**src/rtl/div_issue_ctrl.sv**
```systemverilog
// EX-stage requester for the iterative divider: holds operands stable, waits for
// the done handshake and strobes the 64-bit result into HI/LO.

`ifndef FUNCT_BUS
`define FUNCT_BUS 5:0
`endif
`ifndef DATA_BUS
`define DATA_BUS 31:0
`endif
`ifndef DOUBLE_DATA_BUS
`define DOUBLE_DATA_BUS 63:0
`endif
`ifndef FUNCT_DIV
`define FUNCT_DIV 6'b011010
`endif
`ifndef FUNCT_DIVU
`define FUNCT_DIVU 6'b011011
`endif

module div_issue_ctrl #(
  parameter int unsigned TIMEOUT_CYCLES = 64,
  parameter int unsigned CNT_W          = 7
) (
  input  logic                     clk,
  input  logic                     rst_n,
  input  logic                     div_req,
  input  logic [`FUNCT_BUS]        funct,
  input  logic [`DATA_BUS]         operand_1,
  input  logic [`DATA_BUS]         operand_2,
  input  logic                     flush,
  output logic                     div_en,
  output logic [`FUNCT_BUS]        div_funct,
  output logic [`DATA_BUS]         div_op1,
  output logic [`DATA_BUS]         div_op2,
  input  logic                     done,
  input  logic [`DOUBLE_DATA_BUS]  result_div,
  output logic                     stall_req,
  output logic                     hilo_we,
  output logic [`DATA_BUS]         hi_wdata,
  output logic [`DATA_BUS]         lo_wdata,
  output logic                     div_err
);

  typedef enum logic [1:0] {StIdle, StWait, StWrite} state_e;

  state_e           state_q, state_d;
  logic [CNT_W-1:0] cnt_q, cnt_d;
  logic [`FUNCT_BUS] funct_q, funct_d;
  logic [`DATA_BUS] op1_q, op1_d;
  logic [`DATA_BUS] op2_q, op2_d;
  logic [`DATA_BUS] hi_q, hi_d;
  logic [`DATA_BUS] lo_q, lo_d;
  logic             err_q, err_d;
  logic             timeout;
  logic             accept;

  assign timeout = (cnt_q == CNT_W'(TIMEOUT_CYCLES - 1));
  assign accept  = div_req & ~flush;

  always_comb begin
    state_d = state_q;
    cnt_d   = cnt_q;
    funct_d = funct_q;
    op1_d   = op1_q;
    op2_d   = op2_q;
    hi_d    = hi_q;
    lo_d    = lo_q;
    err_d   = 1'b0;

    unique case (state_q)
      StIdle: begin
        if (accept) begin
          if (operand_2 != '0) begin
            funct_d = funct;
            op1_d   = operand_1;
            op2_d   = operand_2;
            cnt_d   = '0;
            state_d = StWait;
          end else begin
            // Divide-by-zero bypasses the divider with a fixed result.
            hi_d    = operand_1;
            lo_d    = '1;
            state_d = StWrite;
          end
        end
      end
      StWait: begin
        cnt_d = cnt_q + 1'b1;
        // Flush beats done; done beats timeout.
        if (flush) begin
          state_d = StIdle;
        end else if (done) begin
          hi_d    = result_div[63:32];
          lo_d    = result_div[31:0];
          state_d = StWrite;
        end else if (timeout) begin
          err_d   = 1'b1;
          state_d = StIdle;
        end
      end
      StWrite: begin
        state_d = StIdle;
      end
      default: begin
        state_d = StIdle;
      end
    endcase
  end

  always_ff @(posedge clk or negedge rst_n) begin
    if (!rst_n) begin
      state_q <= StIdle;
      cnt_q   <= '0;
      funct_q <= '0;
      op1_q   <= '0;
      op2_q   <= '0;
      hi_q    <= '0;
      lo_q    <= '0;
      err_q   <= 1'b0;
    end else begin
      state_q <= state_d;
      cnt_q   <= cnt_d;
      funct_q <= funct_d;
      op1_q   <= op1_d;
      op2_q   <= op2_d;
      hi_q    <= hi_d;
      lo_q    <= lo_d;
      err_q   <= err_d;
    end
  end

  assign div_en    = (state_q == StWait);
  assign div_funct = funct_q;
  assign div_op1   = op1_q;
  assign div_op2   = op2_q;
  assign hi_wdata  = hi_q;
  assign lo_wdata  = lo_q;
  assign div_err   = err_q;
  assign hilo_we   = (state_q == StWrite) & ~flush;
  // Gated by rst_n so the stall drops the moment reset is applied.
  assign stall_req = rst_n & (((state_q == StIdle) & accept) | (state_q == StWait));

endmodule

```
**config.mk**
```make
export PLATFORM = sky130hd
export DESIGN_NAME = div_issue_ctrl
export DESIGN_NICKNAME = d
export VERILOG_FILES = /design/src/rtl/div_issue_ctrl.sv
export SDC_FILE = /design/constraint.sdc
export NUM_CORES = 1
export LEC_CHECK = 0
export BUFFER_PORTS_ARGS = -buffer_cell sky130_fd_sc_hd__buf_4
export CAP_MARGIN = 10
export CORE_MARGIN = 2
export CORE_UTILIZATION = 42
export DETAILED_ROUTE_END_ITERATION = 7
export PLACE_DENSITY_LB_ADDON = 0.3
export SYNTH_ARGS = -nofsm -noshare
export SYNTH_HDL_FRONTEND = slang
export SYNTH_SLANG_ARGS = --single-unit
export TNS_END_PERCENT = 20
```
**constraint.sdc**
```tcl
create_clock -name clk -period 1.4 [get_ports clk]
set_input_delay 0.14 -clock clk [delete_from_list [all_inputs] [get_ports clk]]
set_output_delay 0.14 -clock clk [all_outputs]
set_load 0.02 [all_outputs]
```
==> results.tsv <==
metric	value	unit
outcome	complete, but fails checks	
violations	setup timing	
required	1.74	ns
switchingPower	5.634	mW
drtAntennaViolNets	0	
cts.path.max_buffers	2	
drtIter0Drc	321	
grt_pass1_wl	30.48	mm
initial_utilization	42.50	%
dpl.cell_count	931	
drv_slew	0	
ys_seq_area_share	61.80	%
globalRouteOverflowTotal	0	
grt_pass1_vias	6165	
die_area	0.01484	mm²
viasPerCell	5.235	
timing.final.ws_setup	-0.2140	ns
dr.pass1.iters	5	
fin_cells	1099	
hpwl	12.09	mm
wl_per_cell	18.36	µm
cts_root_buffer	clkbuf_16	
htree_levels	4	
stdcell_area	0.01059	mm²
hold_path_class	primary input to register	
crit_path_max_fanout	37	
fin_worst_skew	0.01577	ns
yosys-top-cells-area	dfrtp_1 (62%), mux2_2 (12%), o22a_1 (4.8%)	
min_period_over_period	115.3	%
drc	0	
hold_depth	3	
final_cell_mix	buf_4 (303), dfrtp_1 (142), dlygate4sd3_1 (126), nand2_1 (68), mux2_2 (63)	
relSlewSlack	70.38	%
place_congestion	0.8300	
row_count	43	
cts.clk_slew.worst_paths	0.06	ns
synthDistinctLibCells	33	
die_w	121.8	µm
arrival	1.95	ns
combPwrFrac	36.3	%
synth_top_area_cell	dfrtp_1	
netlist_area	0.005831	mm²
ios	277	
port-buffer-count	276	
crit_type	register to register	
power.total	17.26	mW
yosysTopAreaCellShare	61.80	%
power.share.clock	28.2	%
r2r_start	state_q[0]	
grt_use_total	26.47	%
synth_top_flop_cell	dfrtp_1	
synthesis.yosys.warnings	0	
seqPwrFrac	35.5	%
crit_path_start	state_q[0]	
swShare	32.65	%
irDropWorstVdd	0.9092	mV
wirelength	20.18	mm
endpoint_kind	register	
r2r-end	lo_wdata[23]	
post_route_cells_drive_above_1_share	48.58	%
drv_cap	0	
cts_tree	yes	
power.leakage	4.931	nW
syn_area_per_cell	12.51	µm²
synth_nets	606	
placed_cell_area	0.008423	mm²
fmaxAchievable	619.6	MHz
vias	5753	
setup-tns-final	-20.89	ns
cts_made_buffers	17	
power_density	1630	mW/mm²
worstMarginPinSlew	0.4443	ns
grt_setup_unrepaired	yes	
cts_num_sinks	144	
r2r_slack	-0.21	ns
antenna_found_initial	1	
reg2regPathDepth	6	
synth_edf_count	0	
hold_viol_final	0	
postSynthCellCount	466	
period_minus_slack	1.614	ns
setup_viol	138	
cp-start-kind	register	
internal-power	11.62	mW
async_reset_ff_share	100.0	%
grt_max_degree	77	
syn_to_final_growth	81.59	%
core	0.01372	mm²
nets	1045	
clk_latency	0.42	ns
mostFrequentLayoutCell	buf_4	
crit_path_end	lo_wdata[23]	
die_h	121.8	µm
synth_seq_cells	144	
## worst min-delay path by stage
| stage | slack (ns) | from | endpoint |
|---|---|---|---|
| 2_1_floorplan | -0.16 | rst_n | cnt_q[0] |
| 3_3_place_gp | 0.19 | rst_n | div_op2[0] |
| 3_5_place_dp | 0.20 | rst_n | div_op2[0] |
| 4_1_cts | 0.001 | result_div[47] | hi_wdata[15] |
| 5_1_grt | 0.01 | result_div[51] | hi_wdata[19] |
| 6_report | 0.03 | result_div[51] | hi_wdata[19] |
## metal layers
layer | GRT usage (%) | share of wire, % | up-vias
li1 | - | - | 2580
met1 | 29.35 | 37 | 2831
met2 | 46.89 | 52 | 281
met3 | 6.601 | 6.8 | 61
met4 | 13.72 | 3.8 | 0
met5 | 0 | 0 | -
## flip-flops by register name, summed over array words and instances, names as in the netlist
| name | count |
|---|---|
| cnt_q | 7 |
| div_err | 1 |
| div_op2 | 32 |
| hi_wdata | 32 |
| lo_wdata | 32 |
| div_op1 | 32 |
| state_q | 2 |
| div_funct | 6 |
## timing repair
item | in CTS | in global routing
hold buffers | 126 | 0
gates cloned | 1 | 2
endpoints found under the setup margin | 140 | 144
pin swaps | 3 | 2
endpoints found under the hold margin | 199 | 0
gates resized for setup | 17 | 18
setup buffers | 3 | 3
## power by group through the flow
stage               clock [mW]  sequential (mW)  combinational [mW]
floorplan                    0             7.47                1.45
global placement             0             6.04                5.63
detailed placement           0             6.11                5.74
CTS                       4.93             6.05                6.09
global route              5.18             6.24                6.62
finish                    4.87             6.12                6.27
## worst max-delay path, stage by stage (launching register included)
cell and delay, ns:
dfrtp_2 0.41, buf_6 0.13, mux2i_2 0.15, nor3_4 0.21, and2_4 0.24, buf_12 0.21, o22a_1 0.17
## cells in the mapped netlist (3+ instances only)
cell type and count:
a21o_1 6, a21oi_1 32, a22o_1 5, a31oi_1 32, buf_2 6, buf_4 10, clkbuf_1 16, dfrtp_1 144
mux2_1 7, mux2_2 64, nand2_1 68, nand3_1 3, nor2_1 5, nor2b_1 3, nor4_1 9, o21ai_0 4
o22a_1 32
## cells by family (layout without fill, tap and decap cells)
logic type	count (synthesis)	after routing	synth area share, %
compound gates	116	116	13.65
other cells	0	1	0
buf+inv	33	485	2.897
flops	144	144	61.80
fa+ha+maj	1	1	0.2146
mux	72	72	13.88
simple gates	100	100	7.554
## stage by stage
| stage | hold WS, ns | utilization (%) | setup WS (ns) |
|---|---|---|---|
| floorplan | -0.1556 | - | -0.2036 |
| global placement | 0.1888 | 61.40 | -0.6096 |
| detailed placement | 0.2009 | 61.40 | -0.6509 |
| CTS | 0.001343 | 76.11 | -0.2047 |
| global route | 0.01460 | 77.17 | -0.3184 |
| finish | 0.03351 | 77.17 | -0.2140 |
## layout make-up
class	instances	area (µm²)
Sequential cell	144	3606
Antenna cell	1	2.502
Multi-Input combinational cell	289	2177
Fill cell	792	3132
Clock buffer	23	488.0
Tap cell	180	225.2
Timing Repair Buffer	452	3926
Clock inverter	9	153.9
Inverter	1	8.758
Note: power is estimated with default switching activity, not from simulation.
